File: config.mk
export PLATFORM = sky130hd
export DESIGN_NAME = load_store_unit
export DESIGN_NICKNAME = d
export VERILOG_FILES = /design/src/rtl/load_store_unit_pkg.sv /design/src/rtl/load_store_unit_byte_lane_align.sv /design/src/rtl/load_store_unit.sv
export SDC_FILE = /design/constraint.sdc
export NUM_CORES = 1
export LEC_CHECK = 0
export CAP_MARGIN = 40
export CORE_AREA = 2 2 126 141
export CTS_CLUSTER_DIAMETER = 150
export DETAILED_ROUTE_END_ITERATION = 16
export DIE_AREA = 0 0 128 143
export PLACE_DENSITY = 0.78
export SLEW_MARGIN = 15
export SYNTH_ARGS = -nofsm -noshare
export SYNTH_HDL_FRONTEND = slang
export SYNTH_SLANG_ARGS = --single-unit
export TNS_END_PERCENT = 20
File: constraint.sdc
create_clock -name clk -period 4.5 [get_ports clk]
set_input_delay 0.9 -clock clk [delete_from_list [all_inputs] [get_ports clk]]
set_output_delay 0.9 -clock clk [all_outputs]
set_load 0.01 [all_outputs]
File: src/rtl/load_store_unit_pkg.sv
// Shared types for the load/store unit: access modes, FSM states and access-size decode.
package load_store_unit_pkg;

  typedef enum logic [1:0] {
    Load_byte       = 2'd0,
    Load_halfword   = 2'd1,
    Load_word       = 2'd2,
    Load_doubleword = 2'd3
  } load_mode_e;

  typedef enum logic [1:0] {
    LS_IDLE  = 2'd0,
    LS_BEAT1 = 2'd1,
    LS_BEAT2 = 2'd2,
    LS_RESP  = 2'd3
  } ls_state_e;

  function automatic logic [3:0] size_bytes(input load_mode_e mode);
    case (mode)
      Load_byte:     size_bytes = 4'd1;
      Load_halfword: size_bytes = 4'd2;
      Load_word:     size_bytes = 4'd4;
      default:       size_bytes = 4'd8;
    endcase
  endfunction

endpackage

File: src/rtl/load_store_unit_byte_lane_align.sv
// Byte-lane aligner over a two-word window: masks to size_i bytes and shifts by shamt_i bytes.
// SHIFT_LEFT=1 places right-aligned data onto lanes, SHIFT_LEFT=0 pulls lanes back to the right.
module load_store_unit_byte_lane_align #(
  parameter int NB         = 4,
  parameter bit SHIFT_LEFT = 1'b1
) (
  input  logic [16*NB-1:0]         data_i,
  input  logic [$clog2(2*NB)-1:0]  shamt_i,
  input  logic [3:0]               size_i,
  output logic [16*NB-1:0]         data_o
);

  logic [16*NB-1:0] mask;

  always_comb begin
    mask = '0;
    for (int i = 0; i < 2*NB; i++) begin
      if (i < int'(size_i)) mask[8*i +: 8] = 8'hFF;
    end
    if (SHIFT_LEFT) data_o = (data_i & mask) << {shamt_i, 3'b000};
    else            data_o = (data_i >> {shamt_i, 3'b000}) & mask;
  end

endmodule

File: src/rtl/load_store_unit.sv
// Load/store unit between issue stage and data RAM; variable-latency port, big-endian lanes.
// Define LS_UNALIGNED_SPLIT_EN to execute word-crossing accesses as two memory beats.
//   state    | meaning
//   LS_IDLE  | ready, latch request on req_valid
//   LS_BEAT1 | first (or only) memory beat, wait for mem_ack
//   LS_BEAT2 | second beat of a word-crossing access
//   LS_RESP  | one-cycle response pulse
module load_store_unit
  import load_store_unit_pkg::*;
#(
  parameter int DWIDTH  = 32,
  parameter int AWIDTH  = 32,
  parameter int MAWIDTH = AWIDTH - $clog2(DWIDTH / 8)
) (
  input  logic                  clk,
  input  logic                  reset,
  input  logic                  req_valid,
  output logic                  req_ready,
  input  logic                  req_we,
  input  load_mode_e            req_mode,
  input  logic                  req_exts,
  input  logic [AWIDTH-1:0]     req_addr,
  input  logic [DWIDTH-1:0]     req_wdata,
  output logic                  resp_valid,
  output logic [DWIDTH-1:0]     resp_data,
  output logic                  resp_err,
  output logic                  mem_en,
  output logic                  mem_we,
  output logic [DWIDTH/8-1:0]   mem_be,
  output logic [MAWIDTH-1:0]    mem_addr,
  output logic [DWIDTH-1:0]     mem_wdata,
  input  logic [DWIDTH-1:0]     mem_rdata,
  input  logic                  mem_ack
);

  localparam int NB = DWIDTH / 8;
  localparam int OW = $clog2(NB);
  localparam int SW = $clog2(2 * NB);
`ifdef LS_UNALIGNED_SPLIT_EN
  localparam bit SPLIT_EN = 1'b1;
`else
  localparam bit SPLIT_EN = 1'b0;
`endif

  ls_state_e          state_q, state_d;
  logic               we_q, we_d, exts_q, exts_d, cross_q, cross_d, err_q, err_d;
  logic [3:0]         size_q, size_d;
  logic [OW-1:0]      off_q, off_d;
  logic [MAWIDTH-1:0] waddr_q, waddr_d;
  logic [DWIDTH-1:0]  wdata_q, wdata_d, rdata_q, rdata_d;

  logic [3:0]          req_size;
  logic [OW-1:0]       req_off;
  logic                req_cross, req_err;
  logic [SW-1:0]       shamt;
  logic [2*NB-1:0]     be_map;
  logic [2*DWIDTH-1:0] wr_out, rd_out;
  logic [DWIDTH-1:0]   rd_first, rd_second, rd_val, rd_ext;
  logic                unused_rd;

  // Access viewed as a byte stream across two adjacent words; shamt is its distance from the far end.
  always_comb begin
    req_size  = size_bytes(req_mode);
    req_off   = req_addr[OW-1:0];
    req_cross = (int'(req_off) + int'(req_size)) > NB;
    req_err   = ((req_mode == Load_doubleword) && (NB < 8)) || (req_cross && !SPLIT_EN);
    shamt     = SW'(2*NB - int'(off_q) - int'(size_q));
    for (int i = 0; i < 2*NB; i++) begin
      be_map[i] = (i >= int'(shamt)) && (i < int'(shamt) + int'(size_q));
    end
  end

`ifdef LS_UNALIGNED_SPLIT_EN
  logic [DWIDTH-1:0] hold_q, hold_d;

  always_comb begin
    hold_d = hold_q;
    if (state_q == LS_BEAT1 && mem_ack) hold_d = mem_rdata;
  end

  always_ff @(posedge clk or posedge reset) begin
    if (reset) hold_q <= '0;
    else       hold_q <= hold_d;
  end

  assign rd_first  = (state_q == LS_BEAT2) ? hold_q : mem_rdata;
  assign rd_second = (state_q == LS_BEAT2) ? mem_rdata : '0;
`else
  assign rd_first  = mem_rdata;
  assign rd_second = '0;
`endif

  load_store_unit_byte_lane_align #(.NB(NB), .SHIFT_LEFT(1'b1)) u_wr_align (
    .data_i  ({{DWIDTH{1'b0}}, wdata_q}),
    .shamt_i (shamt),
    .size_i  (size_q),
    .data_o  (wr_out)
  );

  load_store_unit_byte_lane_align #(.NB(NB), .SHIFT_LEFT(1'b0)) u_rd_align (
    .data_i  ({rd_first, rd_second}),
    .shamt_i (shamt),
    .size_i  (size_q),
    .data_o  (rd_out)
  );

  assign unused_rd = ^rd_out[2*DWIDTH-1:DWIDTH];

  always_comb begin
    rd_val = rd_out[DWIDTH-1:0];
    rd_ext = rd_val;
    if (exts_q && size_q == 4'd1)      rd_ext = {{(DWIDTH-8){rd_val[7]}}, rd_val[7:0]};
    else if (exts_q && size_q == 4'd2) rd_ext = {{(DWIDTH-16){rd_val[15]}}, rd_val[15:0]};
  end

  always_comb begin
    state_d = state_q;
    we_d    = we_q;
    exts_d  = exts_q;
    size_d  = size_q;
    off_d   = off_q;
    cross_d = cross_q;
    err_d   = err_q;
    waddr_d = waddr_q;
    wdata_d = wdata_q;
    rdata_d = rdata_q;
    case (state_q)
      LS_IDLE: begin
        if (req_valid) begin
          we_d    = req_we;
          exts_d  = req_exts;
          size_d  = req_size;
          off_d   = req_off;
          cross_d = req_cross;
          err_d   = req_err;
          waddr_d = MAWIDTH'(req_addr >> OW);
          wdata_d = req_wdata;
          rdata_d = '0;
          state_d = req_err ? LS_RESP : LS_BEAT1;
        end
      end
      LS_BEAT1: begin
        if (mem_ack) begin
          if (cross_q) begin
            state_d = LS_BEAT2;
          end else begin
            state_d = LS_RESP;
            rdata_d = we_q ? '0 : rd_ext;
          end
        end
      end
      LS_BEAT2: begin
        if (mem_ack) begin
          state_d = LS_RESP;
          rdata_d = we_q ? '0 : rd_ext;
        end
      end
      default: state_d = LS_IDLE;
    endcase
  end

  always_comb begin
    req_ready  = (state_q == LS_IDLE);
    resp_valid = (state_q == LS_RESP);
    resp_err   = resp_valid && err_q;
    resp_data  = resp_valid ? rdata_q : '0;
    mem_en     = 1'b0;
    mem_we     = 1'b0;
    mem_be     = '0;
    mem_addr   = '0;
    mem_wdata  = '0;
    if (state_q == LS_BEAT1) begin
      mem_en    = 1'b1;
      mem_we    = we_q;
      mem_be    = be_map[2*NB-1:NB];
      mem_addr  = waddr_q;
      mem_wdata = we_q ? wr_out[2*DWIDTH-1:DWIDTH] : '0;
    end else if (state_q == LS_BEAT2) begin
      mem_en    = 1'b1;
      mem_we    = we_q;
      mem_be    = be_map[NB-1:0];
      mem_addr  = waddr_q + MAWIDTH'(1);
      mem_wdata = we_q ? wr_out[DWIDTH-1:0] : '0;
    end
  end

  always_ff @(posedge clk or posedge reset) begin
    if (reset) begin
      state_q <= LS_IDLE;
      we_q    <= 1'b0;
      exts_q  <= 1'b0;
      size_q  <= '0;
      off_q   <= '0;
      cross_q <= 1'b0;
      err_q   <= 1'b0;
      waddr_q <= '0;
      wdata_q <= '0;
      rdata_q <= '0;
    end else begin
      state_q <= state_d;
      we_q    <= we_d;
      exts_q  <= exts_d;
      size_q  <= size_d;
      off_q   <= off_d;
      cross_q <= cross_d;
      err_q   <= err_d;
      waddr_q <= waddr_d;
      wdata_q <= wdata_d;
      rdata_q <= rdata_d;
    end
  end

endmodule

After elaboration in Yosys (flattened, before gate mapping). Cells that the tools add are included.

Register bits after elaboration: 106. Input port bits: 104. Logic and storage cells: 108.

Add/subtract/negate cells: 5. Magnitude comparators: 24. Eq/ne operators: 12. Shift operators: 2. Muxes and demuxes: 36. Bitwise operators: 2. Reductions and logical operators: 17.

Operator list (count): 32-bit 2-to-1 mux (12); 4-bit by 32-bit less-than comparator with 1-bit output (first input constant) (3); 32-bit one-hot mux with 3 select lines (1); 32-bit by 64-bit AND with 64-bit output (1); 3-bit by 32-bit less-than comparator with 1-bit output (first input constant) (2); 8-bit 2-to-1 mux (8); 64-bit by 6-bit left shift with 64-bit output (1); 64-bit by 6-bit >> shifter with 32-bit output (1); 30-bit 2-to-1 mux (2); 32-bit AND (1); 1-bit by 32-bit less-than comparator with 1-bit output (first input constant) (1); 2-bit by 32-bit less-than comparator with 1-bit output (first input constant) (1); 30-bit by 1-bit adder with 30-bit output (second input constant) (1); 3-bit by 4-bit less-than comparator with 1-bit output (first input constant) (4); 4-bit one-hot mux with 3 select lines (1); 1-bit logical AND (10); 3-bit >= comparator (first input constant) (3); 2-bit equality test (second input constant) (4); 1-bit by 4-bit less-than comparator with 1-bit output (first input constant) (2); 2-bit by 4-bit less-than comparator with 1-bit output (first input constant) (2); 2-bit 2-to-1 mux (4); 4-bit 2-to-1 mux (2); 2-bit inequality test (second input constant) (4); 1-bit by 3-bit >= comparator with 1-bit output (first input constant) (2); 18 further kinds (25).

Depth between registers and ports, before layout. Gate-level depths: netlist of the first run.

Word-level depth: 10. Gate-level depth with buffers: 15. Gate-level depth less buffers: 11.

Hierarchy. Synthesis of the first run repeated with hierarchy kept, for this count alone.

Cell total of the unflattened synthesis: 1142. Area total of the unflattened synthesis: 9937.0 um^2.

By module, submodules not included: load_store_unit (times used 1, cells an instance 618, area an instance 6162.2 um^2, seq. area each 2652.5 um^2); load_store_unit_byte_lane_align at u_rd_align (times used 1, cells an instance 246, area an instance 1925.6 um^2, seq. area each 0.0 um^2); load_store_unit_byte_lane_align at u_wr_align (times used 1, cells an instance 278, area an instance 1849.3 um^2, seq. area each 0.0 um^2).

Worst setup path before layout of the first run. OpenSTA, ideal clock, no wires.

Path type: flip-flop to output port. Start point: register size_q[0]. End point: output port mem_be[2]. Arrival: 3474 ps. Data required time: 3600 ps. Slack: 126 ps. Stages on the path, launching flop included: 16. Cells stage by stage: dfrtp_1 clkbuf_1 inv_1 ha_1 ha_1 buf_2 buf_2 inv_1 clkbuf_1 clkbuf_1 fa_1 xnor2_1 a2111o_1 o21ai_0 a21o_1 nand2_1.

Cells in the longest elaborated chain, start to end: 6. Elaborated cells on any way between the ends: 10. Classes of those cells: add/sub (2); order compare (4); mux (2); reduce/logical (2).

Ends and longest elaborated chain: start: declaration (line load_store_unit.sv:47) `logic [3:0] size_q, size_d;`; start signal: assignment (line load_store_unit.sv:203) `size_q <= size_d;`; 3-bit subtractor (line load_store_unit.sv:67) `shamt = SW'(2*NB - int'(off_q) - int'(size_q));`; 3-bit by 4-bit adder with 5-bit output (line load_store_unit.sv:69) `be_map[i] = (i >= int'(shamt)) && (i < int'(shamt) + int'(size_q));`; 3-bit by 32-bit less-than comparator with 1-bit output (line load_store_unit.sv:69); 1-bit logical AND (line load_store_unit.sv:69); 4-bit 2-to-1 mux (line load_store_unit.sv:178) `end else if (state_q == LS_BEAT2) begin`; 4-bit 2-to-1 mux (*) (line load_store_unit.sv:172) `if (state_q == LS_BEAT1) begin`; end: declaration (line load_store_unit.sv:29) `output logic [DWIDTH/8-1:0] mem_be,`.

Every way passes the cells marked *; elsewhere a longest branch is shown, timed or not.

Worst setup path in the final report of the first run.
Start point: register size_q[1]. End point: output port mem_be[2].

Same word-level chain as after synthesis.

==> results of run 1 <==
-- registers in the layout, summed over array words and instances (netlist names) --
signal   flops
rdata_q     32
wdata_q     32
waddr_q     30
size_q       4
off_q        2
state_q      2
cross_q      1
err_q        1
exts_q       1
we_q         1
-- worst max-delay path, cell delays in order (launching register included) --
cell	delay (ns)
dfrtp_1	0.38
ha_1	0.29
inv_1	0.07
ha_2	0.19
xor3_2	0.30
inv_6	0.14
ha_1	0.28
xnor2_1	0.16
a2111o_1	0.46
o21ai_0	0.17
a21o_1	0.13
nand2_1	0.08
clkdlybuf4s50_1	0.49
-- power breakdown --
part,leakage [uW],internal (uW),switching [uW]
registers,0.00132,1400,454
clock network,0.000157,450,414
logic,0.00258,2580,3250
-- cell families (layout without fill, tap and decap cells) --
logic type	after synthesis	in the layout	synth area share (%)
AO/OA/AOI/OAI	219	219	21.60
XOR/XNOR	29	29	3.614
adder cells (fa/ha/maj)	15	15	2.710
buffers and inverters	86	269	4.718
flip-flops	106	106	35.47
multiplexers	99	99	14.81
AND/OR/NAND/NOR	242	242	17.08
-- layout make-up --
| class | instances | area (um^2) |
|---|---|---|
| clock buffers | 9 | 225.2 |
| fillers | 1438 | 6673 |
| multi-input cells | 604 | 4486 |
| clock inverters | 7 | 95.09 |
| flip-flops and latches | 106 | 2653 |
| repair buffers | 230 | 2281 |
| well taps | 208 | 260.3 |
| inverters | 23 | 93.84 |
-- layer usage --
layer	global-route usage [%]	wire length [um]	up-vias
met3	4.908	1654	49
met2	42.36	11270	372
met1	31.35	9285	3460
met5	0	0	-
li1	-	-	3311
met4	10.24	648	0
-- through the flow --
| stage | cells | TNS, ns | setup WS [ns] |
|---|---|---|---|
| after detailed placement | 1170 | 0 | 0.3757 |
| after global placement | 1167 | 0 | 0.3546 |
| after CTS | 1186 | 0 | 0.03359 |
| after floorplan | 796 | 0 | 0.1258 |
| after global routing | 1187 | -0.08291 | -0.08291 |
| final | 1187 | 0 | 0.08394 |
-- cells in the final DEF (no fill, tap or decap), types with 9 or more instances in the layout --
master,instances
clkdlybuf4s50_1,204
dfrtp_1,106
mux2_2,83
nand2_1,58
o21ai_0,51
and2_1,44
nor2_1,43
a221o_1,30
a22oi_1,24
inv_1,21
a21oi_1,21
nand3_1,21
xor2_1,21
nor3_1,20
buf_4,20
a22o_1,19
mux2i_1,15
and3_1,13
ha_1,11
a211oi_1,10
a31oi_1,10
o22ai_1,9
a2bb2oi_1,9
clkbuf_16,9
-- timing repair --
action / 4_1_cts / 5_1_grt
cloned: 0 / 0
resized for setup: 0 / 3
hold buffers: 0 / 0
setup endpoints to repair: 6 / 11
pin swaps: 1 / 1
setup buffers: 0 / 1
-- final timing paths --
kind / from / end / slack (ns) / cells after the start
max: size_q[1] / mem_be[2] / 0.08 / 12
min: rdata_q[0] / rdata_q[0] / 0.46 / 2
max reg2reg: size_q[0] / rdata_q[16] / 1.01 / 9
min reg2reg: rdata_q[0] / rdata_q[0] / 0.46 / 2
max in group asynchronous: reset / wdata_q[10] / 2.76 / 3
min in group asynchronous: reset / rdata_q[4] / 0.99 / 2
==> qor.yml, run 1 <==
detailed_routing:
  drc: 0
  vias: 7192
  drtPass1Iterations: 5
  drt_iter0_drc: 567
  ant_nets: 0
  wl_per_cell_um: 19.25
  route.final.wire_length_um: 22860
  vias_per_cell: 6.059
place:
  port_buffers: 206
  gp_congestion: 0.9149
  hpwl_um: 16730
  placed_area_um2: 9758
layout:
  area_growth_pct: 34.97
  antenna_cells: 0
  finish.instance_area_um2: 10090
  final_util_pct: 60.20
  drive_gt1_share_pct: 14.71
  nNetsFinal: 1093
synth:
  synthTopCellsByArea: "dfrtp_1 (35%), mux2_2 (12%), a221o_1 (4.0%), and2_1 (3.7%), o21ai_0 (3.4%)"
  ys_seq_area_share_pct: 35.47
  ys_ff_latch: 106
  async_flop_share_pct: 100.0
  synth-warning-count: 0
  yosys.area.top_type: "dfrtp_1"
  ys.flop_type: "dfrtp_1"
  synth_edf_count: 0
  synth_area_per_cell_um2: 9.395
  syn-cell-area_um2: 7478
  syn-num-nets: 915
  synth_top_area_share_pct: 35.47
  synth_most_common_cell: "dfrtp_1"
  synth_cells: 796
  synth.distinct_cells: 60
  synthTopCellsByCount: "dfrtp_1 (106), mux2_2 (83), nand2_1 (59)"
die:
  coreArea_um2: 16770
  dieHeight_um: 143
  start_util_pct: 44.60
  design.die.area_um2: 18300
  ios: 207
  row_count: 50
  fp.dieW_um: 128
timing:
  setup_viol: 0
  fin_crit_ns: 4.416
  fmax_mhz: 226.4
  timing.hold.ws_ns: 0.4650
  hold_violations: 0
  rsz0062_at_grt: "yes"
  relSlewSlack_pct: 49.25
  skew_ns: 0.01055
  slew_viol_final: 0
  worstMarginPinSlew_ns: 0.7549
  finalCritPeriodShare_pct: 98.13
global_route:
  grt_max_degree: 56
  grtUsageTotal_pct: 25.02
  overflow: 0
  antenna_found_initial: 0
  grt_pass1_vias: 7024
  grt_pass1_wl_um: 36320
cts:
  cts_max_path_buffers: 2
  cts_tree: "done"
  h-tree-depth: 3
  clock_latency_ns: 0.37
  cts.sinks: 106
  root_buffer: "clkbuf_16"
  clk_pin_slew_worst_paths_ns: 0.08
  cts_made_buffers: 9
critical_path:
  cp_max_fo: 14
  end_kind: "output pin"
  criticalPathCategory: "reg2out"
  required_ns: 3.60
  start_kind: "flop"
  arrival_ns: 3.52
outcome:
  status: "completed"
power:
  power.density_nw_per_um2: 846.3
  p_total_uw: 8542
  leakage_uw: 0.004061
  peakVddDrop_mv: 0.5241
job:
  drv_cap: 0
worst_hold_path:
  holdCritPathClass: "reg2reg"
No activity file was read; power rests on OpenSTA's default activity.
==> run 2: changes to the inputs <==
SETUP_SLACK_MARGIN = 0.02   (was not set)
==> results of run 2 <==
Same layout as run 1: the final DEF is identical, and so are final timing and power.
